## src/rtl/iobus_decoder_pkg.sv

```systemverilog
// iobus_decoder_pkg
//   Shared SoC definitions for the ExtIO bus: the slave index enumeration and
//   the Base/Length of every memory-mapped ExtIO region, plus a small range
//   helper used by the address decoder.
package iobus_decoder_pkg;

  // Slave index as seen on the one-hot slv_* vectors.
  typedef enum logic [1:0] {
    SLV_GPIO = 2'd0,
    SLV_ETH  = 2'd1,
    SLV_SPI  = 2'd2,
    SLV_UART = 2'd3
  } io_slave_e;

  localparam int unsigned NrIoRegions = 4;

  localparam logic [63:0] UartBase = 64'h0000_0000_4100_0000;
  localparam logic [63:0] UartLen  = 64'h0000_0000_0000_1000;
  localparam logic [63:0] SpiBase  = 64'h0000_0000_4200_0000;
  localparam logic [63:0] SpiLen   = 64'h0000_0000_0080_0000;
  localparam logic [63:0] EthBase  = 64'h0000_0000_4300_0000;
  localparam logic [63:0] EthLen   = 64'h0000_0000_0001_0000;
  localparam logic [63:0] GpioBase = 64'h0000_0000_4400_0000;
  localparam logic [63:0] GpioLen  = 64'h0000_0000_0000_1000;

  // Half-open interval test: base <= addr < base + len.
  function automatic logic in_region(input logic [63:0] addr,
                                     input logic [63:0] base,
                                     input logic [63:0] len);
    return (addr >= base) && (addr < (base + len));
  endfunction

endpackage

```

## src/rtl/iobus_addr_decode.sv

```systemverilog
// iobus_addr_decode
//   Purely combinational ExtIO address decoder.
//   Ports:
//     addr_i  in  64  full request address
//     hit_o   out 1   address falls inside one of the ExtIO regions
//     idx_o   out io_slave_e  index of the matching slave (GPIO when no hit)
module iobus_addr_decode
  import iobus_decoder_pkg::*;
(
  input  logic [63:0] addr_i,
  output logic        hit_o,
  output io_slave_e   idx_o
);

  // Regions do not overlap, so the priority order below is irrelevant to
  // the result; it only keeps the logic a simple chain.
  always_comb begin
    hit_o = 1'b1;
    idx_o = SLV_GPIO;
    if (in_region(addr_i, UartBase, UartLen)) begin
      idx_o = SLV_UART;
    end else if (in_region(addr_i, SpiBase, SpiLen)) begin
      idx_o = SLV_SPI;
    end else if (in_region(addr_i, EthBase, EthLen)) begin
      idx_o = SLV_ETH;
    end else if (in_region(addr_i, GpioBase, GpioLen)) begin
      idx_o = SLV_GPIO;
    end else begin
      hit_o = 1'b0;
    end
  end

endmodule

```

## src/rtl/iobus_decoder.sv

```systemverilog
// iobus_decoder
//   Bridges one upstream ExtIO request port to NrIoSlaves downstream slaves
//   (GPIO=0, Ethernet=1, SPI=2, UART=3). One transaction is in flight at a
//   time; unmapped addresses and unresponsive slaves return err=1, rdata=0.
//
//   Handshake rule for every valid/ready pair on this block: a transfer
//   happens on a rising clk edge where valid and ready are both 1; once
//   valid is raised, it and its payload stay stable until that transfer,
//   and valid never waits on ready.
//
//   Ports:
//     clk_i, rst_ni                      clock, async active-low reset
//     req_valid_i / req_ready_o          upstream request handshake
//     req_addr_i/we_i/wdata_i/be_i       upstream request payload
//     resp_valid_o / resp_ready_i        upstream response handshake
//     resp_rdata_o, resp_err_o           upstream response payload
//     slv_req_valid_o / slv_req_ready_i  one-hot downstream request
//     slv_addr_o/we_o/wdata_o/be_o       request payload, broadcast
//     slv_resp_valid_i / slv_resp_ready_o, slv_rdata_i, slv_err_i
//                                        per-slave downstream response
//     dbg_state_o                        current FSM state encoding
module iobus_decoder
  import iobus_decoder_pkg::*;
#(
  parameter int unsigned TimeoutCycles = 256,
  parameter int unsigned NrIoSlaves    = 4
) (
  input  logic                        clk_i,
  input  logic                        rst_ni,
  input  logic                        req_valid_i,
  output logic                        req_ready_o,
  input  logic [63:0]                 req_addr_i,
  input  logic                        req_we_i,
  input  logic [63:0]                 req_wdata_i,
  input  logic [7:0]                  req_be_i,
  output logic                        resp_valid_o,
  input  logic                        resp_ready_i,
  output logic [63:0]                 resp_rdata_o,
  output logic                        resp_err_o,
  output logic [NrIoSlaves-1:0]       slv_req_valid_o,
  input  logic [NrIoSlaves-1:0]       slv_req_ready_i,
  output logic [63:0]                 slv_addr_o,
  output logic                        slv_we_o,
  output logic [63:0]                 slv_wdata_o,
  output logic [7:0]                  slv_be_o,
  input  logic [NrIoSlaves-1:0]       slv_resp_valid_i,
  output logic [NrIoSlaves-1:0]       slv_resp_ready_o,
  input  logic [NrIoSlaves-1:0][63:0] slv_rdata_i,
  input  logic [NrIoSlaves-1:0]       slv_err_i,
  output logic [1:0]                  dbg_state_o
);

  typedef enum logic [1:0] {
    ST_IDLE  = 2'd0,
    ST_ISSUE = 2'd1,
    ST_WAIT  = 2'd2,
    ST_RESP  = 2'd3
  } state_e;

  // The counter never needs to hold more than TimeoutCycles, and is kept at
  // least 8 bits wide.
  localparam int unsigned CntRaw  = $clog2(TimeoutCycles + 1);
  localparam int unsigned CntW    = (CntRaw > 8) ? CntRaw : 8;
  localparam logic [CntW-1:0] CntLast = CntW'(TimeoutCycles - 1);

  state_e          state_q, state_d;
  logic [63:0]     addr_q, addr_d;
  logic            we_q, we_d;
  logic [63:0]     wdata_q, wdata_d;
  logic [7:0]      be_q, be_d;
  io_slave_e       sel_q, sel_d;
  logic [CntW-1:0] cnt_q, cnt_d;
  logic [63:0]     rdata_q, rdata_d;
  logic            err_q, err_d;

  logic      dec_hit;
  io_slave_e dec_idx;
  logic      dec_hit_ok;

  logic        sel_req_ready;
  logic        sel_resp_valid;
  logic [63:0] sel_rdata;
  logic        sel_err;
  logic        timed_out;

  iobus_addr_decode u_addr_decode (
    .addr_i (req_addr_i),
    .hit_o  (dec_hit),
    .idx_o  (dec_idx)
  );

  // A decoded region without a physical slave port is treated as a miss.
  assign dec_hit_ok = dec_hit && (32'(dec_idx) < NrIoSlaves);

  // Only the selected slave's inputs are ever looked at.
  always_comb begin
    sel_req_ready  = 1'b0;
    sel_resp_valid = 1'b0;
    sel_rdata      = '0;
    sel_err        = 1'b0;
    for (int unsigned i = 0; i < NrIoSlaves; i++) begin
      if (32'(sel_q) == i) begin
        sel_req_ready  = slv_req_ready_i[i];
        sel_resp_valid = slv_resp_valid_i[i];
        sel_rdata      = slv_rdata_i[i];
        sel_err        = slv_err_i[i];
      end
    end
  end

  assign timed_out = (cnt_q >= CntLast);

  // Next-state and upstream outputs. In ISSUE/WAIT the completion test is
  // checked before the timeout so completion wins a same-cycle tie.
  always_comb begin
    state_d      = state_q;
    addr_d       = addr_q;
    we_d         = we_q;
    wdata_d      = wdata_q;
    be_d         = be_q;
    sel_d        = sel_q;
    cnt_d        = cnt_q;
    rdata_d      = rdata_q;
    err_d        = err_q;
    req_ready_o  = 1'b0;
    resp_valid_o = 1'b0;

    unique case (state_q)
      ST_IDLE: begin
        req_ready_o = 1'b1;
        if (req_valid_i) begin
          addr_d  = req_addr_i;
          we_d    = req_we_i;
          wdata_d = req_wdata_i;
          be_d    = req_be_i;
          sel_d   = dec_idx;
          cnt_d   = '0;
          if (dec_hit_ok) begin
            state_d = ST_ISSUE;
          end else begin
            state_d = ST_RESP;
            rdata_d = '0;
            err_d   = 1'b1;
          end
        end
      end

      ST_ISSUE: begin
        cnt_d = cnt_q + CntW'(1);
        if (sel_req_ready) begin
          state_d = ST_WAIT;
        end else if (timed_out) begin
          state_d = ST_RESP;
          rdata_d = '0;
          err_d   = 1'b1;
        end
      end

      ST_WAIT: begin
        cnt_d = cnt_q + CntW'(1);
        if (sel_resp_valid) begin
          state_d = ST_RESP;
          rdata_d = sel_rdata;
          err_d   = sel_err;
        end else if (timed_out) begin
          state_d = ST_RESP;
          rdata_d = '0;
          err_d   = 1'b1;
        end
      end

      ST_RESP: begin
        resp_valid_o = 1'b1;
        if (resp_ready_i) begin
          state_d = ST_IDLE;
        end
      end

      default: begin
        state_d = ST_IDLE;
      end
    endcase
  end

  // Downstream handshake outputs follow the state directly, so leaving
  // ISSUE/WAIT on a timeout drops them in the same edge.
  always_comb begin
    slv_req_valid_o  = '0;
    slv_resp_ready_o = '0;
    for (int unsigned i = 0; i < NrIoSlaves; i++) begin
      if (32'(sel_q) == i) begin
        slv_req_valid_o[i]  = (state_q == ST_ISSUE);
        slv_resp_ready_o[i] = (state_q == ST_WAIT);
      end
    end
  end

  always_ff @(posedge clk_i or negedge rst_ni) begin
    if (!rst_ni) begin
      state_q <= ST_IDLE;
      addr_q  <= '0;
      we_q    <= 1'b0;
      wdata_q <= '0;
      be_q    <= '0;
      sel_q   <= SLV_GPIO;
      cnt_q   <= '0;
      rdata_q <= '0;
      err_q   <= 1'b0;
    end else begin
      state_q <= state_d;
      addr_q  <= addr_d;
      we_q    <= we_d;
      wdata_q <= wdata_d;
      be_q    <= be_d;
      sel_q   <= sel_d;
      cnt_q   <= cnt_d;
      rdata_q <= rdata_d;
      err_q   <= err_d;
    end
  end

  assign slv_addr_o   = addr_q;
  assign slv_we_o     = we_q;
  assign slv_wdata_o  = wdata_q;
  assign slv_be_o     = be_q;
  assign resp_rdata_o = rdata_q;
  assign resp_err_o   = err_q;
  assign dbg_state_o  = state_q;

endmodule

```

## config.mk

```make
export PLATFORM = sky130hd
export DESIGN_NAME = iobus_decoder
export DESIGN_NICKNAME = d
export VERILOG_FILES = /design/src/rtl/iobus_decoder_pkg.sv /design/src/rtl/iobus_addr_decode.sv /design/src/rtl/iobus_decoder.sv
export SDC_FILE = /design/constraint.sdc
export NUM_CORES = 1
export LEC_CHECK = 0
export ABC_CLOCK_PERIOD_IN_PS = 2850
export CAP_MARGIN = 20
export CORE_AREA = 10 10 231 233
export CTS_BUF_LIST = sky130_fd_sc_hd__clkbuf_16
export DETAILED_ROUTE_END_ITERATION = 6
export DIE_AREA = 0 0 241 243
export HOLD_SLACK_MARGIN = 0.05
export PLACE_DENSITY_LB_ADDON = 0.05
export SKIP_LAST_GASP = 1
export SLEW_MARGIN = 20
export SYNTH_ARGS = -nofsm -noshare
export SYNTH_HDL_FRONTEND = slang
export SYNTH_SLANG_ARGS = --single-unit
```

## constraint.sdc

```tcl
create_clock -name clk_i -period 2.85 [get_ports clk_i]
set_clock_uncertainty 0.05 [all_clocks]
set_input_delay 0.57 -clock clk_i [delete_from_list [all_inputs] [get_ports clk_i]]
set_output_delay 0.57 -clock clk_i [all_outputs]
set_load 0.1 [all_outputs]
```

-- Word level (Yosys, flattened, before mapping)
Cells that the tools add are included.
- register bits: 215
- input port bits: 409
- output and inout port bits: 214
- word-level logic and storage cells: 96
- $add $sub $neg: 1
- order comparisons: 9
- equal/unequal tests: 10
- multiplexer cells: 54
- reductions and logical operators: 13
- operators with widths (cell ; count):
    2-to-1 mux 64 bit ; 9
    >= comparator 64 x 31 -> 1 bit (second input constant) ; 4
    less-than comparator 64 x 31 -> 1 bit (second input constant) ; 4
    case mux 64 bit (3 select lines) ; 1
    2-to-1 mux 1 bit ; 32
    case mux 9 bit (2 select lines) ; 1
    2-to-1 mux 2 bit ; 8
    adder 9 x 1 -> 9 bit (second input constant) ; 1
    >= comparator 9 x 8 -> 1 bit (second input constant) ; 1
    2-to-1 mux 9 bit ; 1
    equality test 2 bit (second input constant) ; 4
    inequality test 2 bit (second input constant) ; 4
    case mux 2 bit (4 select lines) ; 1
    AND reduction 2 bit ; 3
    equality test 2 x 1 -> 1 bit (second input constant) ; 2
    logical AND 1 bit ; 4
    logical NOT 2 bit ; 2
    AND reduction 4 bit ; 1
    case mux 1 bit (3 select lines) ; 1
    nonzero test 3 bit ; 1
    nonzero test 2 bit ; 1
    OR reduction 2 bit ; 1

-- Logic depth before layout (Yosys ltp)
Gate-level depths: netlist of run 1.
- word-level depth: 9
- depth in mapped cells: 11
- depth with buffers taken out: 9

-- By module
From an unflattened synthesis of run 1, not the netlist that was laid out.
- cells, all modules: 753
- area, all modules: 10477.5 µm²
- modules (own cells, without submodules) (module ; instances ; cells each ; area each (µm²)):
    iobus_decoder ; 1 ; 723 ; 10243.6
    iobus_addr_decode ; 1 ; 30 ; 234.0

-- Worst setup path after synthesis of run 1
OpenSTA, ideal clock, no wires.
- path kind: register to output
- start point: register state_q[0] (netlist: dbg_state_o[0])
- end point: output slv_req_valid_o[0]
- arrival time: 3.650 ns
- path slack: -1.420 ns
- stages on the path, launching flop included: 3
- path buffers: 0
- path through: dfrtp_1 > ha_1 > nor3b_1
- word-level cells in the longest chain between the ends: 2
- ends and longest elaborated chain (element ; RTL line ; text):
    start, declared ; iobus_decoder.sv:66 ; state_e state_q, state_d;
    start signal, assigned ; iobus_decoder.sv:210 ; state_q <= state_d;
    equality test 2 x 1 -> 1 bit ; iobus_decoder.sv:192 ; slv_req_valid_o[i] = (state_q == ST_ISSUE);
    2-to-1 mux 1 bit ; iobus_decoder.sv:191 ; if (32'(sel_q) == i) begin
    end, declared ; iobus_decoder.sv:40 ; output logic [NrIoSlaves-1:0] slv_req_valid_o,
No other way between the ends.

-- Worst setup path in the final report of run 1
- start point: register state_q[1] (netlist: dbg_state_o[1])
- end point: output slv_req_valid_o[0]
Same word-level chain as after synthesis.

==> flow_metrics.env, run 1 <==
export IMPL_yosys_warnings=0
export IMPL_drive_above_1_share_pct=28.1
export IMPL_synth_flop_cell="dfrtp_1"
export IMPL_setup_viol=0
export IMPL_dieArea_sq_um=58600
export IMPL_dr_pass1_iters=4
export IMPL_dr_total_vias=8455
export IMPL_dp_hpwl_mm=42.1
export IMPL_critical_path_startpoint="dbg_state_o[1]"
export IMPL_drt_wl_total_mm=51.1
export IMPL_ys_ff_latch=215
export IMPL_hold_viol=0
export IMPL_grt_pass1_vias=9222
export IMPL_clk_latency_ns=0.55
export IMPL_drt_iter0_drc=395
export IMPL_ios=623
export IMPL_drtAntennaViolNets=0
export IMPL_grt_first_pass_wirelength_mm=71.1
export IMPL_cts_made_buffers=27
export IMPL_finalCritPeriodShare_pct=94.4
export IMPL_gr_total_overflow=0
export IMPL_route_detailed_drc=0
export IMPL_clock_sinks=215
export IMPL_cts_root_buf="clkbuf_16"
export IMPL_holdCritPathClass="register to register"
export IMPL_worstPathMaxFanout=8
export IMPL_synthCells=659
export IMPL_cts_tree="done"
export IMPL_htree_levels=1
export IMPL_worstHoldStart="slv_addr_o[25]"
export IMPL_coreArea_sq_um=48600
export IMPL_reg2reg_slack_ns=0.45
export IMPL_start_util_pct=20.8
export IMPL_timing_final_max_slew_violations=0
export IMPL_status="finished, final reports clean"
export IMPL_synthesis_area_sq_um=10100
export IMPL_die_y_um=243
export IMPL_nets=1712
export IMPL_antenna_found_initial=7
export IMPL_synthMostInstantiatedCell="dfrtp_1"
export IMPL_gp_congestion=0.777
export IMPL_die_x_um=241
export IMPL_syn_num_nets=1075
export IMPL_yosysTopAreaCell="dfrtp_1"
export IMPL_row_count=81
export IMPL_tightest_slew_ns=0.800
export IMPL_synth_edf_count=0
export IMPL_yosys_cell_types_count=50
export IMPL_viasPerCell=4.36
export IMPL_endpoint_kind="primary output"
export IMPL_area_delta_synth_final_pct=75.0
export IMPL_synthTopCellsByArea="dfrtp_1 (53%), mux2_1 (15%), mux4_2 (15%)"
export IMPL_grt_max_degree=74
export IMPL_avgSynthCellArea_sq_um=15.4
export IMPL_port_buffers=622
export IMPL_maxCapViolCount=0
export IMPL_rsz0062_at_grt="false"
export IMPL_worst_setup_path_type="register to primary output"
export IMPL_max_freq_ghz=0.372
export IMPL_cts_max_path_buffers=3
export IMPL_async_flop_share_pct=100
export IMPL_wl_per_cell_um=26.3
export IMPL_post_route_min_period_ns=2.69
export IMPL_synth_commonest_cells="dfrtp_1 (215), mux2_1 (136), mux4_2 (67)"
export IMPL_slew_limit_headroom_pct=46.2
export IMPL_grt_usage_pct=16.7
export IMPL_seq_area_frac_synth_pct=53.1
export IMPL_cp_arrival_ns=2.07
export IMPL_required_ns=2.23
export IMPL_setup_tns_ns=0
export IMPL_synth_top_area_share_pct=53.1
export IMPL_r2r_start="cnt_q[0]"
export IMPL_clkTransAtPathRegs_ns=0.06
export IMPL_start_kind="register"
export IMPL_cts_setup_buffers=0
what timing repair did:
| action | CTS | global route |
|---|---|---|
| hold buffers | 1 | 0 |
| gates resized for setup | 0 | 0 |
| hold endpoints to repair | 46 | 0 |
cell families (layout without fill, tap and decap cells):
group | after synthesis | count (layout) | share of synthesized area (%)
muxes | 204 | 204 | 30.1
other | 0 | 3 | 0
adders and majority gates | 7 | 7 | 0.865
and+or+nand+nor | 81 | 81 | 4.45
buffers and inverters | 55 | 711 | 3.12
AOI/OAI and AO/OA | 97 | 97 | 8.34
DFF | 215 | 215 | 53.1
flip-flops by register name, indices dropped and copies added, names as in the netlist:
signal	count
slv_we_o	1
resp_err_o	1
cnt_q	9
dbg_state_o	2
resp_rdata_o	64
slv_addr_o	64
slv_be_o	8
sel_q	2
slv_wdata_o	64
layout by cell type (no fill, tap or decap), drive strengths merged, types with 9 or more instances in the layout:
cell type | netlist | layout
nor4 | 10 | 10
nand2 | 21 | 21
inv | 6 | 10
mux2 | 136 | 136
clkbuf | 18 | 27
dfrtp | 215 | 215
mux4 | 67 | 67
nor2 | 10 | 10
clkinv | 1 | 15
a22o | 65 | 65
clkdlybuf4s50 | 0 | 407
buf | 30 | 248
nand3 | 9 | 9
worst max-delay path, cell delays in order, from the launching register on:
cell     delay, ns
dfrtp_4       0.50
inv_1         0.12
ha_1          0.38
nor3b_2       0.31
buf_12        0.21
through the flow:
step | cells | setup slack, ns | utilization (%) | cell area [sq um] | hold WS, ns
after floorplan | 659 | -0.109 | - | 10200 | 0.224
after global placement | 1888 | -0.249 | 34.7 | 16900 | 0.425
after detailed placement | 1888 | -0.251 | 34.7 | 16900 | 0.432
after CTS | 1937 | 0.0747 | 36.4 | 17700 | 0.446
after global routing | 1937 | 0.0355 | 36.4 | 17700 | 0.450
final | 1940 | 0.159 | 36.4 | 17700 | 0.441
per-layer routing:
layer / wire [um] / track usage (%)
met4: 699 / 2.89
met1: 19000 / 18.3
met2: 26500 / 30.3
met3: 4730 / 6.22
met5: 64 / 0
cell type report:
cell class	instances	area [sq um]
Inverter	7	26.3
Multi-Input combinational cell	389	4460
Tap cell	622	778
Fill cell	4768	30900
Sequential cell	215	5400
Timing Repair Buffer	656	6240
Antenna cell	3	7.51
Clock buffer	27	676
Clock inverter	21	146
worst paths after layout:
| kind | endpoint | depth (start not counted) |
|---|---|---|
| setup / recovery | slv_req_valid_o[0] | 4 |
| setup reg to reg | resp_rdata_o[44] | 9 |
| max in group asynchronous | slv_wdata_o[36] | 3 |
| min in group asynchronous | slv_wdata_o[62] | 2 |
| hold reg to reg | slv_addr_o[25] | 1 |
| hold / removal | slv_addr_o[25] | 1 |
Power of run 1 is left out: the tool's default activity adds up to more than one toggle a clock period on the data nets, which glitch-free logic cannot reach.
==> run 2, diff against run 1 <==
--- a/config.mk
+++ b/config.mk
@@ -8,7 +8,6 @@
 export ABC_CLOCK_PERIOD_IN_PS = 2850
 export CAP_MARGIN = 20
 export CORE_AREA = 10 10 231 233
-export CTS_BUF_LIST = sky130_fd_sc_hd__clkbuf_16
 export DETAILED_ROUTE_END_ITERATION = 6
 export DIE_AREA = 0 0 241 243
 export HOLD_SLACK_MARGIN = 0.05
==> flow_metrics.env, run 2 (synthesized netlist as in run 1, its figures left out) <==
export IMPL_finish_utilization_pct=36.6
export IMPL_area_delta_synth_final_pct=75.9
export IMPL_post_route_min_period_ns=2.69
export IMPL_cts_resized=0
export IMPL_route_detailed_drc=0
export IMPL_drtAntennaViolNets=0
export IMPL_worstPathMaxFanout=8
export IMPL_rsz0062_at_grt="false"
export IMPL_status="finished, final reports clean"
export IMPL_finalCritPeriodShare_pct=94.4
export IMPL_die_x_um=241
export IMPL_row_count=81
export IMPL_wl_met1_mm=19.1
export IMPL_tightest_slew_ns=0.802
export IMPL_dieArea_sq_um=58600
export IMPL_die_y_um=243
export IMPL_required_ns=2.23
export IMPL_ios=623
export IMPL_routed_wl_met3_mm=4.70
export IMPL_dr_pass1_iters=4
export IMPL_gr_total_overflow=0
export IMPL_cts_max_path_buffers=3
export IMPL_dr_wl_met2_mm=26.5
export IMPL_drt_iter0_drc=413
export IMPL_maxCapViolCount=0
export IMPL_drt_wl_total_mm=51.1
export IMPL_grt_max_degree=74
export IMPL_clkTransAtPathRegs_ns=0.06
export IMPL_wl_per_cell_um=26.3
export IMPL_cts_root_buf="clkbuf_16"
export IMPL_cts_tree="done"
export IMPL_cts_made_buffers=27
export IMPL_gp_congestion=0.777
export IMPL_endpoint_kind="primary output"
export IMPL_worst_setup_path_type="register to primary output"
export IMPL_hold_viol=0
export IMPL_htree_levels=1
export IMPL_grt_first_pass_wirelength_mm=71.2
export IMPL_port_buffers=622
export IMPL_drive_above_1_share_pct=28.7
export IMPL_slew_limit_headroom_pct=46.1
export IMPL_coreArea_sq_um=48600
export IMPL_start_util_pct=20.8
export IMPL_dp_hpwl_mm=42.1
export IMPL_clock_sinks=215
export IMPL_clk_latency_ns=0.55
export IMPL_final_common_cell="clkdlybuf4s50_1"
export IMPL_grt_usage_pct=16.7
export IMPL_nets=1712
export IMPL_start_kind="register"
export IMPL_dr_total_vias=8441
export IMPL_timing_final_max_slew_violations=0
export IMPL_top_layer="met5"
export IMPL_grt_pass1_vias=9212
export IMPL_holdCritPathClass="register to register"
export IMPL_viasPerCell=4.35
export IMPL_final_cell_mix="clkdlybuf4s50_1 (407), buf_4 (224), dfrtp_1 (211)"
export IMPL_cp_arrival_ns=2.07
export IMPL_antenna_found_initial=7
export IMPL_max_freq_ghz=0.372
export IMPL_setup_viol=0
-- run 2: cell types whose count changed in the layout (fill, tap and decap cells not counted) --
cell	change
inv_1	-3
clkbuf_1	+3
clkinv_1	-9
clkbuf_8	+9
-- run 2: final cells by class --
| type | instances | area [sq um] |
|---|---|---|
| Timing Repair Buffer | 656 | 6240 |
| Fill cell | 4764 | 30800 |
| Clock inverter | 9 | 101 |
| Inverter | 7 | 26.3 |
| Antenna cell | 3 | 7.51 |
| Clock buffer | 39 | 811 |
| Tap cell | 622 | 778 |
| Sequential cell | 215 | 5400 |
| Multi-Input combinational cell | 389 | 4460 |
-- run 2: per-layer routing --
layer | GRT usage, % | up-vias
met5 | 0 | -
li1 | - | 3850
met3 | 6.22 | 41
met1 | 18.3 | 4179
met4 | 2.89 | 10
met2 | 30.3 | 361
-- run 2: per-stage QoR --
| step | instance area, sq um | TNS (ns) | hold slack (ns) | setup WS [ns] | instances |
|---|---|---|---|---|---|
| after CTS | 17800 | 0 | 0.446 | 0.0742 | 1937 |
| after global routing | 17800 | 0 | 0.450 | 0.0355 | 1937 |
| final | 17800 | 0 | 0.441 | 0.159 | 1940 |
| after floorplan | 10200 | -6.65 | 0.224 | -0.109 | 659 |
| after global placement | 16900 | -14.82 | 0.425 | -0.249 | 1888 |
| after detailed placement | 16900 | -14.63 | 0.432 | -0.251 | 1888 |
-- run 2: path summary, 6_finish.rpt --
check / from / slack [ns] / endpoint / depth (start not counted)
hold reg to reg: slv_addr_o[25] / 0.44 / slv_addr_o[25] / 1
hold / removal: slv_addr_o[25] / 0.44 / slv_addr_o[25] / 1
min in group asynchronous: rst_ni / 0.49 / slv_wdata_o[62] / 2
setup / recovery: dbg_state_o[1] / 0.16 / slv_req_valid_o[0] / 4
max in group asynchronous: rst_ni / 1.45 / slv_wdata_o[35] / 3
setup reg to reg: cnt_q[0] / 0.45 / resp_rdata_o[44] / 9
-- run 2: what timing repair did --
action | 4_1_cts | 5_1_grt
endpoints found under the hold margin | 46 | 0
hold buffers | 1 | 0
buffers inserted | 0 | 0
-- run 2: critical path: stages (launching register included) --
cell     delay [ns]
dfrtp_4        0.50
inv_1          0.12
ha_1           0.38
nor3b_2        0.31
buf_12         0.21
Power of run 2 is left out for the same reason.
